===== src/rtl/tdm_demux_rx.sv =====
// tdm_demux_rx: four-channel TDM serial receiver.
// It hunts for fsync, locks on, and delivers each complete frame as parallel channel data.
module tdm_demux_rx #(
    parameter int DW  = 8,
    parameter int NCH = 4
) (
    input  logic              clk,
    input  logic              rst_n,
    input  logic              sd,
    input  logic              fsync,
    input  logic              bit_en,
    output logic [NCH*DW-1:0] ch_data,
    output logic              frame_valid,
    output logic              locked,
    output logic [1:0]        slot,
    output logic              sync_err
);
    localparam int FW = NCH * DW;
    localparam int CW = $clog2(FW);
    localparam logic [CW-1:0] LAST = CW'(FW - 1);

    typedef enum logic {HUNT, LOCK} state_t;

    state_t        state;
    logic [CW-1:0] bcnt;
    logic [FW-1:0] sh;
    logic [FW-1:0] nxt;
    logic [FW-1:0] first;
    logic [CW-1:0] pos;

    // Frame bit bcnt lands in channel bcnt/DW, filling that channel MSB first.
    always_comb begin
        pos      = CW'((int'(bcnt) / DW) * DW + DW - 1 - int'(bcnt) % DW);
        nxt      = sh;
        nxt[pos] = sd;
        first    = FW'(sd) << (DW - 1);
    end

    assign locked = state == LOCK;
    assign slot   = 2'(int'(bcnt) / DW);

    always_ff @(posedge clk) begin
        if (!rst_n) begin
            state       <= HUNT;
            bcnt        <= '0;
            sh          <= '0;
            ch_data     <= '0;
            frame_valid <= 1'b0;
            sync_err    <= 1'b0;
        end else begin
            frame_valid <= 1'b0;
            sync_err    <= 1'b0;
            if (bit_en) begin
                if (state == HUNT) begin
                    if (fsync) begin
                        state <= LOCK;
                        bcnt  <= CW'(1);
                        sh    <= first;
                    end
                end else if (fsync) begin
                    // An fsync anywhere but bit 0 restarts the frame here.
                    sync_err <= bcnt != '0;
                    bcnt     <= CW'(1);
                    sh       <= first;
                end else if (bcnt == '0) begin
                    sync_err <= 1'b1;
                    state    <= HUNT;
                end else begin
                    sh <= nxt;
                    if (bcnt == LAST) begin
                        ch_data     <= nxt;
                        frame_valid <= 1'b1;
                        bcnt        <= '0;
                    end else begin
                        bcnt <= bcnt + 1'b1;
                    end
                end
            end
        end
    end
endmodule


===== config.mk =====
export PLATFORM = sky130hd
export DESIGN_NAME = tdm_demux_rx
export DESIGN_NICKNAME = d
export VERILOG_FILES = /design/src/rtl/tdm_demux_rx.sv
export SDC_FILE = /design/constraint.sdc
export NUM_CORES = 1
export LEC_CHECK = 0
export ABC_AREA = 1
export BUFFER_PORTS_ARGS = -buffer_cell sky130_fd_sc_hd__buf_2
export CORE_UTILIZATION = 60
export DETAILED_ROUTE_END_ITERATION = 6
export GPL_TIMING_DRIVEN = 0
export HOLD_SLACK_MARGIN = 0.12
export PLACE_DENSITY = 0.91
export SLEW_MARGIN = 20
export SYNTH_ARGS = -nofsm -noshare
export SYNTH_HDL_FRONTEND = slang
export SYNTH_SLANG_ARGS = --single-unit

===== constraint.sdc =====
create_clock -name clk -period 4.2 [get_ports clk]
set_input_delay 0.84 -clock clk [delete_from_list [all_inputs] [get_ports clk]]
set_output_delay 0.84 -clock clk [all_outputs]
set_load 0.1 [all_outputs]

==> flow_summary_export.csv, run 1 <==
group,metric,value,unit
detailed_routing,wl_per_cell,14.70,um
global_route,antenna_found_initial,0,
cells_and_area,layout_common_cells,"nand2_1 (139), inv_1 (72), dfxtp_1 (72)",
critical_path,rr_startpoint,"bcnt[2]",
power,irDropWorstVdd,0.0002214,V
detailed_routing,drc,0,
sta,fin_crit_sh,57.84,%
yosys,ys_ff_latch,72,
cells_and_area,area_growth,15.89,%
floorplanning,rows,28,
floorplanning,initial_utilization,62.98,%
yosys,syn-num-nets,574,
sta,fmax,411.7,MHz
yosys,synth_area_leaders,"dfxtp_1 (38%), nand2_1 (14%), nand3_1 (9.0%)",
clocking,cts_tree,"done",
yosys,seq_area_frac_synth,37.98,%
hold_path,hold-path-endpoint,"sh[31]",
sta,maxSlewViolCount,0,
yosys,syn_inst,560,
critical_path,ff2ff_setup_slack,1.77,ns
detailed_routing,routed_via_density,5.686,
critical_path,cp_max_fo,10,
job,maxCapViolCount,0,
place,dp.final_hpwl,6.812,mm
critical_path,critPathArrivalTime,2.65,ns
critical_path,reg2reg_depth,12,
global_route,grt_max_degree,13,
critical_path,crit_path_start_kind,"register",
hold_path,min_path_cells,2,
clocking,cts_setup_buffers,0,
yosys,synth_area,3795,um^2
critical_path,r2r-end,"sh[26]",
critical_path,critical_path_class,"register to register",
floorplanning,die_w,81.53,um
clocking,cts_resized,0,
sta,rsz0062_at_grt,"false",
power,powerDensity,363.7,nW/um^2
critical_path,endpoint_kind,"register",
clocking,clock_latency,0.35,ns
cells_and_area,antenna_cells,0,
clocking,cts_inserted_buffers,9,
detailed_routing,drtPass1Iterations,5,
clocking,clkTransAtPathRegs,0.08,ns
hold_path,min-delay-start,"sh[31]",
place,io_buffers,41,
detailed_routing,drtAntennaViolNets,0,
global_route,grt_pass1_wl,16.22,mm
clocking,htree_levels,3,
status,run_status,"finished, final reports clean",
floorplanning,core_area,6026,um^2
floorplanning,die_y,81.53,um
cells_and_area,layout-drive-gt1-share,14.94,%
sta,fin_worst_skew,0.006619,ns
sta,min_period,2.429,ns
detailed_routing,drt_iter0_markers,429,
sta,setup_tns,0,ns
global_route,grt_overflow,0,
clocking,holdBufCountCts,0,
sta,setup_viol,0,
detailed_routing,wl,10.16,mm
place,placed_cells_incl_taps,676,
yosys,syn_avg_cell_area,6.777,um^2
sta,slew_headroom,61.97,%
power,p_leak,0.002113,uW
cells_and_area,fin_cells,691,
critical_path,crit_required,4.42,ns
floorplanning,io_pins,42,
global_route,grt_pass1_vias,3558,
floorplanning,die-area,6647,um^2
cells_and_area,nets,626,
cells_and_area,mostFrequentLayoutCell,"nand2_1",
sta,final_hold_viol_count,0,
hold_path,holdCritPathClass,"register to register",
yosys,yosys_warnings,0,
clocking,cts-root-buf,"clkbuf_8",
sta,tightest_slew,0.5705,ns
yosys,synth.top_cell.area_share,37.98,%
detailed_routing,vias,3929,
yosys,ys_types,23,
yosys,synth_top_area_cell,"dfxtp_1",
clocking,clk_path_buf_depth,2,
place,gp_congestion,0.9501,
cells_and_area,utilization,72.99,%
clocking,cts.sinks,72,
sta,hold_slack,0.4659,ns
global_route,grtUsageTotal,32.45,%
==> flip-flops by register name, summed over array words and instances, names as in the netlist <==
| signal | count |
|---|---|
| ch_data | 32 |
| sh | 32 |
| bcnt | 5 |
| frame_valid | 1 |
| locked | 1 |
| sync_err | 1 |
==> critical path, cell delays in order (launching register included) <==
cell      delay (ns)
dfxtp_1         0.31
buf_2           0.18
inv_2           0.11
buf_2           0.23
nand3_1         0.10
nor2_1          0.22
ha_1            0.19
inv_1           0.06
nand4_1         0.10
clkinv_1        0.28
buf_2           0.32
nand3_1         0.12
a21oi_1         0.07
==> routing by layer <==
metal / GRT usage [%] / vias to the layer above / share of wire (%)
met3: 8.222 / 34 / 9.2
met2: 51.42 / 233 / 45
met4: 16.07 / 0 / 2.6
met5: 0 / - / 0
met1: 40.73 / 1760 / 43
li1: - / 1902 / -
==> area by class of cell <==
class                   instances  area, um^2
fillers                       483        1628
multi-input cells             373        1844
repair buffers                 41       205.2
flip-flops and latches         72        1441
inverters                      76       285.3
clock buffers                   9       123.9
clock inverters                 6       180.2
plain buffers                  39       224.0
well taps                      75       93.84
==> report_power, final <==
group / internal (uW) / switching [uW] / leakage [uW] / total, uW
Combinational: 17.9 / 60.2 / 0.00138 / 78.1
Clock: 572 / 262 / 0.000150 / 834
Sequential: 685 / 2.97 / 0.000580 / 688
==> cell usage after synthesis (all sizes together) <==
cell / instances
a21o: 17
a21oi: 38
buf: 27
clkbuf: 12
clkinv: 1
dfxtp: 72
ha: 9
inv: 75
nand2: 141
nand3: 68
nand4: 29
nor2: 44
nor3: 2
o211ai: 1
o21ai: 21
o21bai: 3
==> worst max-delay path by stage <==
stage               startpoint    endpoint  slack, ns  cells after the start
finish                 bcnt[2]      sh[26]       1.77                     12
global route           bcnt[0]      sh[16]       1.62                     11
CTS                    bcnt[0]      sh[26]       1.81                     11
detailed placement     bcnt[0]      sh[19]       1.87                     11
global placement       bcnt[2]     bcnt[3]       1.92                     12
floorplan               locked  ch_data[0]       2.27                      6
==> metrics by stage <==
step                power (uW)  instance area [um^2]  setup WS, ns
finish                    1600                  4398         1.771
global placement         776.8                  4094         1.920
floorplan                755.3                  3795         2.269
CTS                       1601                  4398         1.814
detailed placement       778.4                  4094         1.870
global route              1639                  4398         1.619
==> cell families (layout without fill, tap and decap cells) <==
| logic type | Yosys count | count (layout) | share of synthesized area, % |
|---|---|---|---|
| fa+ha+maj | 9 | 9 | 2.967 |
| compound gates | 80 | 80 | 11.94 |
| flops | 72 | 72 | 37.98 |
| simple gates | 284 | 284 | 33.70 |
| buf+inv | 115 | 171 | 13.42 |
No activity file was read; power rests on OpenSTA's default activity.
==> run 2, diff against run 1 <==
--- a/config.mk
+++ b/config.mk
@@ -7,11 +7,11 @@
 export LEC_CHECK = 0
 export ABC_AREA = 1
 export BUFFER_PORTS_ARGS = -buffer_cell sky130_fd_sc_hd__buf_2
-export CORE_UTILIZATION = 60
+export CORE_UTILIZATION = 53
 export DETAILED_ROUTE_END_ITERATION = 6
 export GPL_TIMING_DRIVEN = 0
 export HOLD_SLACK_MARGIN = 0.12
-export PLACE_DENSITY = 0.91
+export PLACE_DENSITY = 0.86
 export SLEW_MARGIN = 20
 export SYNTH_ARGS = -nofsm -noshare
 export SYNTH_HDL_FRONTEND = slang
==> constraint.sdc (replaced) <==
create_clock -name clk -period 2.1 [get_ports clk]
set_input_delay 0.42 -clock clk [delete_from_list [all_inputs] [get_ports clk]]
set_output_delay 0.42 -clock clk [all_outputs]
set_load 0.1 [all_outputs]
==> flow_summary_export.csv, run 2 (synthesis gave the netlist of run 1 again) <==
group,metric,value,unit
status,run_status,"finished, final reports clean",
cells_and_area,reg_top3,"ch_data x32, sh x32, bcnt x5",
global_route,grt_pass1_vias,3468,
critical_path,endpoint_kind,"register",
sta,setup_viol,0,
global_route,grt_max_degree,16,
global_route,grt_pass1_wl,16.05,mm
detailed_routing,vias,3800,
critical_path,critical_path_class,"register to register",
place,dp.final_hpwl,7.034,mm
detailed_routing,wl,9.808,mm
detailed_routing,drtPass1Iterations,5,
floorplanning,die_y,86.62,um
clocking,holdBufCountCts,0,
power,irDropWorstVdd,0.0004782,V
critical_path,path_delay_family,"buffers and inverters",
hold_path,holdCritPathClass,"primary input to register",
cells_and_area,fin_cells,712,
power,intPower,2232,uW
sta,slew_headroom,58.52,%
power,pwr-share-clk,46.7,%
global_route,grt_overflow,0,
detailed_routing,routed_via_density,5.337,
sta,min_period,1.978,ns
power,p_leak,0.002095,uW
cells_and_area,layout-drive-gt1-share,16.40,%
cells_and_area,area_growth,16.09,%
critical_path,cp_max_fo,10,
sta,fin_crit_sh,94.21,%
floorplanning,die_w,86.62,um
clocking,clock_latency,0.34,ns
place,io_buffers,41,
cells_and_area,mostFrequentLayoutCell,"nand2_1",
critical_path,critPathArrivalTime,2.19,ns
critical_path,crit_path_start_kind,"register",
power,powerDensity,655.9,nW/um^2
power,power,2889,uW
sta,final_hold_viol_count,0,
sta,tightest_slew,0.6221,ns
sta,rsz0062_at_grt,"true",
cells_and_area,num-fill-cells,642,
cells_and_area,layout_common_cells,"nand2_1 (137), inv_1 (70), dfxtp_1 (70)",
cells_and_area,antenna_cells,0,
cells_and_area,multi_input_area,1868,um^2
floorplanning,core_area,6869,um^2
critical_path,critPathBufInv,4,
clocking,cts-root-buf,"clkbuf_8",
sta,fmax,505.5,MHz
floorplanning,rows,30,
clocking,cts_tree,"done",
clocking,clkTransAtPathRegs,0.07,ns
power,comb_power_share,5.7,%
detailed_routing,wl_per_cell,13.78,um
power,seqPwrFrac,47.6,%
clocking,htree_levels,3,
detailed_routing,drc,0,
critical_path,crit_required,2.31,ns
critical_path,slowest_stage,"dfxtp_2",
clocking,cts.sinks,72,
place,gp_congestion,0.9478,
floorplanning,initial_utilization,55.25,%
job,maxCapViolCount,0,
floorplanning,io_pins,42,
global_route,grtUsageTotal,27.70,%
cells_and_area,nets,625,
cells_and_area,seqCellArea,1444,um^2
critical_path,cp_cell_sequence,"inv_2, ha_4, nand3_1, nor2_2, ha_1, inv_1, nand4_1, clkinv_2, buf_4, nand3_1, a21oi_1",
critical_path,cpMostUsedCell,"nand3_1",
critical_path,max_stage_delay,0.36,ns
floorplanning,die-area,7502,um^2
place,placed_cells_incl_taps,697,
sta,fin_worst_skew,0.006595,ns
detailed_routing,drtAntennaViolNets,0,
power,p_switching,657.1,uW
clocking,clk_path_buf_depth,2,
global_route,antenna_found_initial,0,
sta,maxSlewViolCount,0,
clocking,cts_inserted_buffers,9,
detailed_routing,drt_iter0_markers,362,
power,p_sw_share,22.74,%
==> run 2: layer usage <==
metal / GRT usage (%) / part of all wire [%] / vias to the layer above
met5: 0 / 0 / -
met3: 5.714 / 6.5 / 20
met4: 11.06 / 2.3 / 0
met1: 35.88 / 45 / 1714
li1: - / - / 1901
met2: 45.17 / 46 / 165
==> run 2: final timing paths <==
path,end,cells after the start,slack (ns),from
worst max register to register,bcnt[3],11,0.12,bcnt[0]
worst max-delay path,bcnt[3],11,0.12,bcnt[0]
worst min-delay path,locked,3,0.37,fsync
worst min register to register,sh[14],2,0.47,sh[14]
==> run 2: cell type report <==
type | count | share of cell area, %
Multi-Input combinational cell | 373 | 42.40
Sequential cell | 72 | 32.77
Inverter | 76 | 6.617
Buffer | 37 | 5.084
Timing Repair Buffer | 42 | 4.828
Clock buffer | 11 | 3.209
Tap cell | 96 | 2.726
Clock inverter | 5 | 2.357
==> run 2: power by group through the flow <==
stage | Combinational [uW] | Clock, uW | Sequential (uW)
after floorplan | 92.2 | 0 | 1420
after global placement | 148 | 0 | 1410
after detailed placement | 153 | 0 | 1410
after CTS | 156 | 1360 | 1380
after global routing | 173 | 1420 | 1380
final | 163 | 1350 | 1380
==> run 2: per-stage QoR <==
step / util (%) / area (um^2) / worst slack [ns] / setup TNS (ns) / hold WS (ns)
finish: 64.13 / 4405 / 0.1216 / 0 / 0.3695
global route: 64.13 / 4405 / 0.001402 / 0 / 0.3761
CTS: 63.81 / 4383 / 0.04083 / 0 / 0.3601
detailed placement: 59.98 / 4120 / -0.3148 / -9.879 / 0.4551
global placement: 59.98 / 4120 / -0.2393 / -5.739 / 0.4498
floorplan: - / 3795 / 0.1689 / 0 / 0.4402
==> run 2: worst register-to-register path, delay by kind of cell (launching register included) <==
kind / cells / cell delay [ns]
buffers and inverters: 4 / 0.54
and+or+nand+nor: 4 / 0.52
DFF: 1 / 0.36
adders and majority gates: 2 / 0.36
AOI/OAI and AO/OA: 1 / 0.06
==> run 2: repair_timing <==
item,4_1_cts,5_1_grt
pin swaps,0,1
gates resized for setup,8,10
endpoints found under the setup margin,66,65
setup buffers,1,0
